[src/rtl/apb_uart_fifo.sv]
// APB-attached UART with TX and RX FIFOs, programmable baud divider, sticky
// error flags and a level interrupt. Single clock domain; RX line synchronised.
module apb_uart_fifo #(
  parameter int DATA_W     = 8,
  parameter int FIFO_DEPTH = 4,
  parameter int BAUD_RST   = 87
) (
  input  logic       i_Pclk,
  input  logic       i_Preset,
  input  logic [1:0] i_Paddr,
  input  logic       i_Psel,
  input  logic       i_Penable,
  input  logic       i_Pwrite,
  input  logic [7:0] i_Pwdata,
  output logic [7:0] o_Prdata,
  output logic       o_Pready,
  input  logic       i_Rx_Serial,
  output logic       o_Tx_Serial,
  output logic       o_Irq
);

  localparam int AW = $clog2(FIFO_DEPTH);
  localparam int CW = AW + 1;
  localparam int BW = $clog2(DATA_W);
  localparam logic [BW-1:0] LAST_BIT = BW'(DATA_W - 1);
  localparam logic [CW-1:0] FULL_CNT = CW'(FIFO_DEPTH);

  typedef enum logic [1:0] {S_IDLE, S_START, S_DATA, S_STOP} state_t;

  logic [7:0]        r_baud;
  logic [2:0]        r_ctrl;
  logic              r_overrun;
  logic              r_frameErr;
  logic              r_irq;

  logic [DATA_W-1:0] r_txMem [FIFO_DEPTH];
  logic [AW-1:0]     r_txWr;
  logic [AW-1:0]     r_txRd;
  logic [CW-1:0]     r_txCount;
  logic [DATA_W-1:0] r_rxMem [FIFO_DEPTH];
  logic [AW-1:0]     r_rxWr;
  logic [AW-1:0]     r_rxRd;
  logic [CW-1:0]     r_rxCount;

  state_t            r_txState;
  logic [7:0]        r_txCnt;
  logic [7:0]        r_txBaud;
  logic [BW-1:0]     r_txBit;
  logic [DATA_W-1:0] r_txShift;
  logic              r_tx;

  state_t            r_rxState;
  logic [7:0]        r_rxCnt;
  logic [7:0]        r_rxBaud;
  logic [BW-1:0]     r_rxBit;
  logic [DATA_W-1:0] r_rxShift;
  logic              r_rxMeta;
  logic              r_rxSync;
  logic              r_rxPrev;

  logic              w_access;
  logic              w_wrData;
  logic              w_wrBaud;
  logic              w_wrCtrl;
  logic              w_rdData;
  logic [7:0]        w_baudEff;
  logic              w_txFull;
  logic              w_txEmpty;
  logic              w_txPush;
  logic              w_txPop;
  logic              w_txBusy;
  logic              w_rxFull;
  logic              w_rxEmpty;
  logic              w_rxPush;
  logic              w_rxPop;
  logic              w_rxStopSample;
  logic              w_rxStopOk;
  logic              w_rxOverrun;
  logic              w_rxFrameErr;
  logic [7:0]        w_status;
  logic [7:0]        w_rxHeadExt;

  assign w_access  = i_Psel & i_Penable;
  assign w_wrData  = w_access & i_Pwrite & (i_Paddr == 2'd0);
  assign w_wrBaud  = w_access & i_Pwrite & (i_Paddr == 2'd2);
  assign w_wrCtrl  = w_access & i_Pwrite & (i_Paddr == 2'd3);
  assign w_rdData  = w_access & ~i_Pwrite & (i_Paddr == 2'd0);
  assign w_baudEff = (r_baud < 8'd2) ? 8'd2 : r_baud;

  assign w_txFull  = (r_txCount == FULL_CNT);
  assign w_txEmpty = (r_txCount == '0);
  assign w_rxFull  = (r_rxCount == FULL_CNT);
  assign w_rxEmpty = (r_rxCount == '0);
  assign w_txBusy  = (r_txState != S_IDLE);

  // A pop in the same cycle frees the slot, so a push into a full FIFO can still land.
  assign w_txPop   = (r_txState == S_IDLE) & r_ctrl[0] & ~w_txEmpty;
  assign w_txPush  = w_wrData & (~w_txFull | w_txPop);
  assign w_rxPop   = w_rdData & ~w_rxEmpty;

  assign w_rxStopSample = (r_rxState == S_STOP) & (r_rxCnt == r_rxBaud - 8'd1);
  assign w_rxStopOk     = w_rxStopSample & r_rxSync;
  assign w_rxFrameErr   = w_rxStopSample & ~r_rxSync;
  assign w_rxPush       = w_rxStopOk & (~w_rxFull | w_rxPop);
  assign w_rxOverrun    = w_rxStopOk & w_rxFull & ~w_rxPop;

  assign w_status    = {1'b0, w_txBusy, r_frameErr, r_overrun, w_rxEmpty, w_rxFull, w_txEmpty, w_txFull};
  assign o_Pready    = 1'b1;
  assign o_Tx_Serial = r_tx;
  assign o_Irq       = r_irq;

  always_comb begin
    w_rxHeadExt = '0;
    w_rxHeadExt[DATA_W-1:0] = r_rxMem[r_rxRd];
    o_Prdata = '0;
    if (w_access & ~i_Pwrite) begin
      case (i_Paddr)
        2'd0:    o_Prdata = w_rxEmpty ? 8'd0 : w_rxHeadExt;
        2'd1:    o_Prdata = w_status;
        2'd2:    o_Prdata = r_baud;
        default: o_Prdata = {5'd0, r_ctrl};
      endcase
    end
  end

  always_ff @(posedge i_Pclk or posedge i_Preset) begin
    if (i_Preset) begin
      r_baud     <= 8'(BAUD_RST);
      r_ctrl     <= '0;
      r_overrun  <= 1'b0;
      r_frameErr <= 1'b0;
      r_irq      <= 1'b0;
    end else begin
      if (w_wrBaud) r_baud <= i_Pwdata;
      if (w_wrCtrl) r_ctrl <= i_Pwdata[2:0];
      // A new error event in the same cycle as the clear wins, so it is never lost.
      if (w_wrCtrl & i_Pwdata[3]) begin
        r_overrun  <= 1'b0;
        r_frameErr <= 1'b0;
      end
      if (w_rxOverrun)  r_overrun  <= 1'b1;
      if (w_rxFrameErr) r_frameErr <= 1'b1;
      r_irq <= r_ctrl[2] & (~w_rxEmpty | r_overrun | r_frameErr);
    end
  end

  always_ff @(posedge i_Pclk) begin
    if (w_txPush) r_txMem[r_txWr] <= i_Pwdata[DATA_W-1:0];
    if (w_rxPush) r_rxMem[r_rxWr] <= r_rxShift;
  end

  always_ff @(posedge i_Pclk or posedge i_Preset) begin
    if (i_Preset) begin
      r_txWr    <= '0;
      r_txRd    <= '0;
      r_txCount <= '0;
      r_rxWr    <= '0;
      r_rxRd    <= '0;
      r_rxCount <= '0;
    end else begin
      if (w_txPush) r_txWr <= r_txWr + 1'b1;
      if (w_txPop)  r_txRd <= r_txRd + 1'b1;
      case ({w_txPush, w_txPop})
        2'b10:   r_txCount <= r_txCount + 1'b1;
        2'b01:   r_txCount <= r_txCount - 1'b1;
        default: r_txCount <= r_txCount;
      endcase
      if (w_rxPush) r_rxWr <= r_rxWr + 1'b1;
      if (w_rxPop)  r_rxRd <= r_rxRd + 1'b1;
      case ({w_rxPush, w_rxPop})
        2'b10:   r_rxCount <= r_rxCount + 1'b1;
        2'b01:   r_rxCount <= r_rxCount - 1'b1;
        default: r_rxCount <= r_rxCount;
      endcase
    end
  end

  // STOP lasts one clock short because the following IDLE cycle completes the stop bit.
  always_ff @(posedge i_Pclk or posedge i_Preset) begin
    if (i_Preset) begin
      r_txState <= S_IDLE;
      r_txCnt   <= '0;
      r_txBaud  <= 8'd2;
      r_txBit   <= '0;
      r_txShift <= '0;
      r_tx      <= 1'b1;
    end else begin
      case (r_txState)
        S_IDLE: begin
          if (w_txPop) begin
            r_txState <= S_START;
            r_txShift <= r_txMem[r_txRd];
            r_txBaud  <= w_baudEff;
            r_txCnt   <= '0;
            r_tx      <= 1'b0;
          end
        end
        S_START: begin
          if (r_txCnt == r_txBaud - 8'd1) begin
            r_txState <= S_DATA;
            r_txCnt   <= '0;
            r_txBit   <= '0;
            r_tx      <= r_txShift[0];
            r_txShift <= r_txShift >> 1;
          end else begin
            r_txCnt <= r_txCnt + 8'd1;
          end
        end
        S_DATA: begin
          if (r_txCnt == r_txBaud - 8'd1) begin
            r_txCnt <= '0;
            if (r_txBit == LAST_BIT) begin
              r_txState <= S_STOP;
              r_tx      <= 1'b1;
            end else begin
              r_txBit   <= r_txBit + 1'b1;
              r_tx      <= r_txShift[0];
              r_txShift <= r_txShift >> 1;
            end
          end else begin
            r_txCnt <= r_txCnt + 8'd1;
          end
        end
        S_STOP: begin
          if (r_txCnt == r_txBaud - 8'd2) begin
            r_txState <= S_IDLE;
            r_txCnt   <= '0;
          end else begin
            r_txCnt <= r_txCnt + 8'd1;
          end
        end
        default: r_txState <= S_IDLE;
      endcase
    end
  end

  always_ff @(posedge i_Pclk or posedge i_Preset) begin
    if (i_Preset) begin
      r_rxMeta  <= 1'b1;
      r_rxSync  <= 1'b1;
      r_rxPrev  <= 1'b1;
      r_rxState <= S_IDLE;
      r_rxCnt   <= '0;
      r_rxBaud  <= 8'd2;
      r_rxBit   <= '0;
      r_rxShift <= '0;
    end else begin
      r_rxMeta <= i_Rx_Serial;
      r_rxSync <= r_rxMeta;
      r_rxPrev <= r_rxSync;
      case (r_rxState)
        S_IDLE: begin
          if (r_ctrl[1] & r_rxPrev & ~r_rxSync) begin
            r_rxState <= S_START;
            r_rxBaud  <= w_baudEff;
            r_rxCnt   <= '0;
          end
        end
        S_START: begin
          if (r_rxCnt == (r_rxBaud >> 1) - 8'd1) begin
            r_rxCnt   <= '0;
            r_rxBit   <= '0;
            r_rxState <= r_rxSync ? S_IDLE : S_DATA;
          end else begin
            r_rxCnt <= r_rxCnt + 8'd1;
          end
        end
        S_DATA: begin
          if (r_rxCnt == r_rxBaud - 8'd1) begin
            r_rxCnt   <= '0;
            r_rxShift <= {r_rxSync, r_rxShift[DATA_W-1:1]};
            if (r_rxBit == LAST_BIT) r_rxState <= S_STOP;
            else                     r_rxBit   <= r_rxBit + 1'b1;
          end else begin
            r_rxCnt <= r_rxCnt + 8'd1;
          end
        end
        S_STOP: begin
          if (w_rxStopSample) begin
            r_rxState <= S_IDLE;
            r_rxCnt   <= '0;
          end else begin
            r_rxCnt <= r_rxCnt + 8'd1;
          end
        end
        default: r_rxState <= S_IDLE;
      endcase
    end
  end

endmodule

[config.mk]
export PLATFORM = sky130hd
export DESIGN_NAME = apb_uart_fifo
export DESIGN_NICKNAME = d
export VERILOG_FILES = /design/src/rtl/apb_uart_fifo.sv
export SDC_FILE = /design/constraint.sdc
export NUM_CORES = 1
export LEC_CHECK = 0
export CAP_MARGIN = 20
export CORE_ASPECT_RATIO = 1.2
export CORE_MARGIN = 8
export CORE_UTILIZATION = 50
export CTS_CLUSTER_DIAMETER = 50
export CTS_CLUSTER_SIZE = 14
export DETAILED_ROUTE_END_ITERATION = 7
export HOLD_SLACK_MARGIN = 0.02
export PLACE_DENSITY = 0.7
export SLEW_MARGIN = 10
export SYNTH_ARGS = -nofsm -noshare
export SYNTH_HDL_FRONTEND = slang
export SYNTH_SLANG_ARGS = --single-unit
[constraint.sdc]
create_clock -name i_Pclk -period 6.5 [get_ports i_Pclk]
set_input_delay 0.975 -clock i_Pclk [delete_from_list [all_inputs] [get_ports i_Pclk]]
set_output_delay 0.975 -clock i_Pclk [all_outputs]
set_load 0.03 [all_outputs]
==> metrics <==
status finished clean; post-CTS sizing 0; Avg Cell Area, Syn 12.20 um^2; Crit path depth 7; CP startpoint i_Paddr[1]; Crit Path Max Fanout 21; die area 0.01997 mm^2; H-Tree Level Count 4; Switching Share 36.57%; clock tree root driver cell clkbuf_16; crit path capture o_Prdata[5]; Overflow after GRT 0; CP cell instances clkdlybuf4s50_1, nor3_1, and2_1, a21oi_1, o22a_1, nor2_1, clkdlybuf4s50_1; net switching power 1.345 mW; vias 5072; Hold/Removal Path Class flip-flop to flip-flop; Worst EP required 5520 ps; Layout Utilization 57.09%; gpl congestion 0.8463; CP Buf/Inv Count 2; Post-synth EDFFs 64; multiplexer share of the synthesized area 11.96%; met3 Resource Use GR 3.272%; final hold vios 0; crit path DAT 3620 ps; syn nets 686; Synth area leaders dfrtp_1 25%, edfxtp_1 25%, mux2_2 6.5%, mux4_2 4.6%, ha_1 4.0%; simple-gate share of the synthesized area 12.09%; Global Route Usage Sum 16.79%; Sequential Power Share 39.9%; cts hold-fix bufs 0; most frequent CP cell clkdlybuf4s50_1; Synth Area in Compound Gates 10.03%; combinational family with the most area after synthesis simple AND/OR/NAND/NOR gates; Clock transition at path regs 60 ps; Internal 2.333 mW; initial antenna violation count 0; Tmin final 4599 ps; Worst R2R Setup Slack 3180 ps; CTS tree built; PwrDens 416.9 mW/mm^2; start of the worst register-to-register path r_rxBaud[1]; first-pass GRT wire length 26360 um; Slowest-stage cell, CP clkdlybuf4s50_1; FFs w/ async S/R, synth 58.44%; post-synthesis xor/xnor area fraction 5.471%; RR Endpoint r_rxMem[2][1]; R2R cell count 8; CTS Buffer Depth 2; clock share of power 24.1%; Synth top area share 25.20%; Lkg Pwr 3.423 nW; Setup Crit Path Kind input port to output port; number of global-route vias before repair 5284; # IOs 27; Core Region 0.01545 mm^2; wire per inst 18.01 um; area leader, netlist dfrtp_1; CTS Sinks 154; drt drc 0; period utilization 70.75%; HPWL Detailed 11550 um; Synth-to-Final Area Change 12.47%; Max IR drop VDD 0.1969 mV; Post-CTS Setup Repair Bufs 0; Clock Latency Late Sink 420 ps; Starting Density 50.76%; ANT nets after route 0; critical path's top delay family buffers and inverters; Syn. warnings 0; reported max-cap violation count 0; worst clock skew 8.811 ps; pin count of the biggest net entering global routing 59; Top Usage Layer GRT met2; Initial DRC Count 259; met2 track demand over resource 29.58%; routed wire length 16030 um; DIE WIDTH 130.3 um; synthesized area 0.007844 mm^2; adder-cell share of the synthesized area 4.498%; met1 usage 19.76%; worst-margin pin slew 1013 ps; # diodes 0; achievable frequency 217.4 MHz; fillcell total 1268; Synth cell types 73; kind of end point of the critical path output port; Cells after Synth 643; sequential-to-total area share from yosys stat 53.39%; unrepaired setup endpoints after global routing no; setup TNS 0 ps; # setup viols final 0; total CTS buffers 17; Rel. slew slack 31.90%; slowest stage delay, CP 730 ps; Main synth FF type dfrtp_1; combinational share of power 36.0%; synthesized flop and latch total 154; Die H 153.2 um; critical path launch point type input port; share of layout cells above drive strength 1 17.45%; count of buffers from port buffering 25; fin. max-slew vios 0; # rows 50; net count of the finished layout 712; via/cell ratio 5.699; drt pass-1 iters 5
[cells in the final DEF (no fill, tap or decap), types with 4 or more instances in the layout]
| cell | count |
|---|---|
| dfrtp_1 | 79 |
| edfxtp_1 | 64 |
| nand2_1 | 48 |
| mux2_2 | 45 |
| nor2_1 | 35 |
| xnor2_1 | 31 |
| inv_1 | 27 |
| o21ai_0 | 25 |
| ha_1 | 25 |
| clkdlybuf4s50_1 | 25 |
| nor3_1 | 20 |
| a21oi_1 | 20 |
| xor2_1 | 18 |
| clkbuf_16 | 17 |
| mux4_2 | 16 |
| nand3_1 | 14 |
| and2_1 | 14 |
| dfstp_2 | 11 |
| and3_1 | 9 |
| a31oi_1 | 7 |
| nor2b_1 | 7 |
| mux2i_1 | 6 |
| nand2b_1 | 5 |
| nor4_1 | 5 |
| nand4_1 | 4 |
| a21boi_0 | 4 |
| or2_2 | 4 |
| a211oi_1 | 4 |
| a211o_1 | 4 |
| inv_6 | 4 |
[per-stage QoR]
stage                     power [mW]  setup slack [ps]  hold WS, ps  cell area (um^2)  std cells
after global routing           3.913              1715        362.1              8822        890
after detailed placement       2.800              1928        350.6              8287        856
after CTS                      3.694              1924        359.6              8812        888
final                          3.678              1901        358.3              8822        890
after floorplan                2.490              3057        345.2              7844        643
after global placement         2.738              2084        346.6              8287        856
[cell families after synthesis]
| group | Yosys count |
|---|---|
| buf+inv | 51 |
| mux | 68 |
| xor+xnor | 49 |
| fa+ha+maj | 27 |
| simple gates | 183 |
| other cells | 1 |
| compound gates | 110 |
| flops | 154 |
[synthesized netlist by cell type (all sizes together), types with 3 or more instances]
cell / instances
dfrtp: 79
edfxtp: 64
nand2: 48
mux2: 46
nor2: 35
xnor2: 31
inv: 28
ha: 25
o21ai: 25
a21oi: 20
clkbuf: 20
nor3: 20
xor2: 18
mux4: 16
and2: 15
nand3: 15
dfstp: 11
and3: 9
a31oi: 7
nor2b: 7
mux2i: 6
nor4: 6
nand2b: 5
a211o: 4
a211oi: 4
a21boi: 4
nand4: 4
or2: 4
a21o: 3
a221oi: 3
a22o: 3
buf: 3
nand3b: 3
o211ai: 3
o21a: 3
o22a: 3
o22ai: 3
[per-layer routing]
| layer | vias to the layer above | wire (um) |
|---|---|---|
| met5 | - | 0 |
| li1 | 2417 | - |
| met2 | 83 | 8648 |
| met3 | 20 | 458 |
| met4 | 0 | 235 |
| met1 | 2552 | 6687 |
[worst min path at each step]
| stage | depth (start not counted) | slack, ps | to | from |
|---|---|---|---|---|
| 2_1_floorplan | 0 | 350 | r_rxSync | r_rxMeta |
| 3_3_place_gp | 0 | 350 | r_rxSync | r_rxMeta |
| 3_5_place_dp | 0 | 350 | r_rxSync | r_rxMeta |
| 4_1_cts | 0 | 360 | r_rxSync | r_rxMeta |
| 5_1_grt | 0 | 360 | r_rxSync | r_rxMeta |
| 6_report | 0 | 360 | r_rxSync | r_rxMeta |
[sequential cells by signal, summed over array words and instances (netlist names), 8 cells and up, named ones only]
| name | cells |
|---|---|
| r_txCnt | 8 |
| r_txBaud | 8 |
| r_rxMem | 32 |
| r_rxCnt | 8 |
| r_txMem | 32 |
| r_rxBaud | 8 |
| r_txShift | 8 |
| r_baud | 8 |
| r_rxShift | 8 |
[power by group through the flow]
stage          clock network (mW)  logic (mW)  registers, mW
2_1_floorplan                   0        1.15           1.34
3_3_place_gp                    0        1.26           1.48
3_5_place_dp                    0        1.32           1.48
4_1_cts                     0.900        1.33           1.47
5_1_grt                     0.943        1.47           1.50
6_report                    0.886        1.32           1.47
[layout make-up]
| cell class | instances | area [um^2] | area share, % |
|---|---|---|---|
| Sequential cell | 154 | 4188 | 47.47 |
| Multi-Input combinational cell | 438 | 3460 | 39.21 |
| Clock buffer | 19 | 432.9 | 4.907 |
| Timing Repair Buffer | 30 | 282.8 | 3.205 |
| Tap cell | 208 | 260.3 | 2.950 |
| Inverter | 28 | 106.4 | 1.206 |
| Clock inverter | 13 | 92.59 | 1.049 |
[worst reg2reg max path, delay by kind of cell, from the launching register on]
family | cells | cell delay [ps]
adder cells (fa/ha/maj) | 1 | 290
AND/OR/NAND/NOR | 5 | 1770
buffers and inverters | 1 | 80
XOR/XNOR | 1 | 240
flip-flops | 1 | 580
Power figures use the tool's default switching activity.
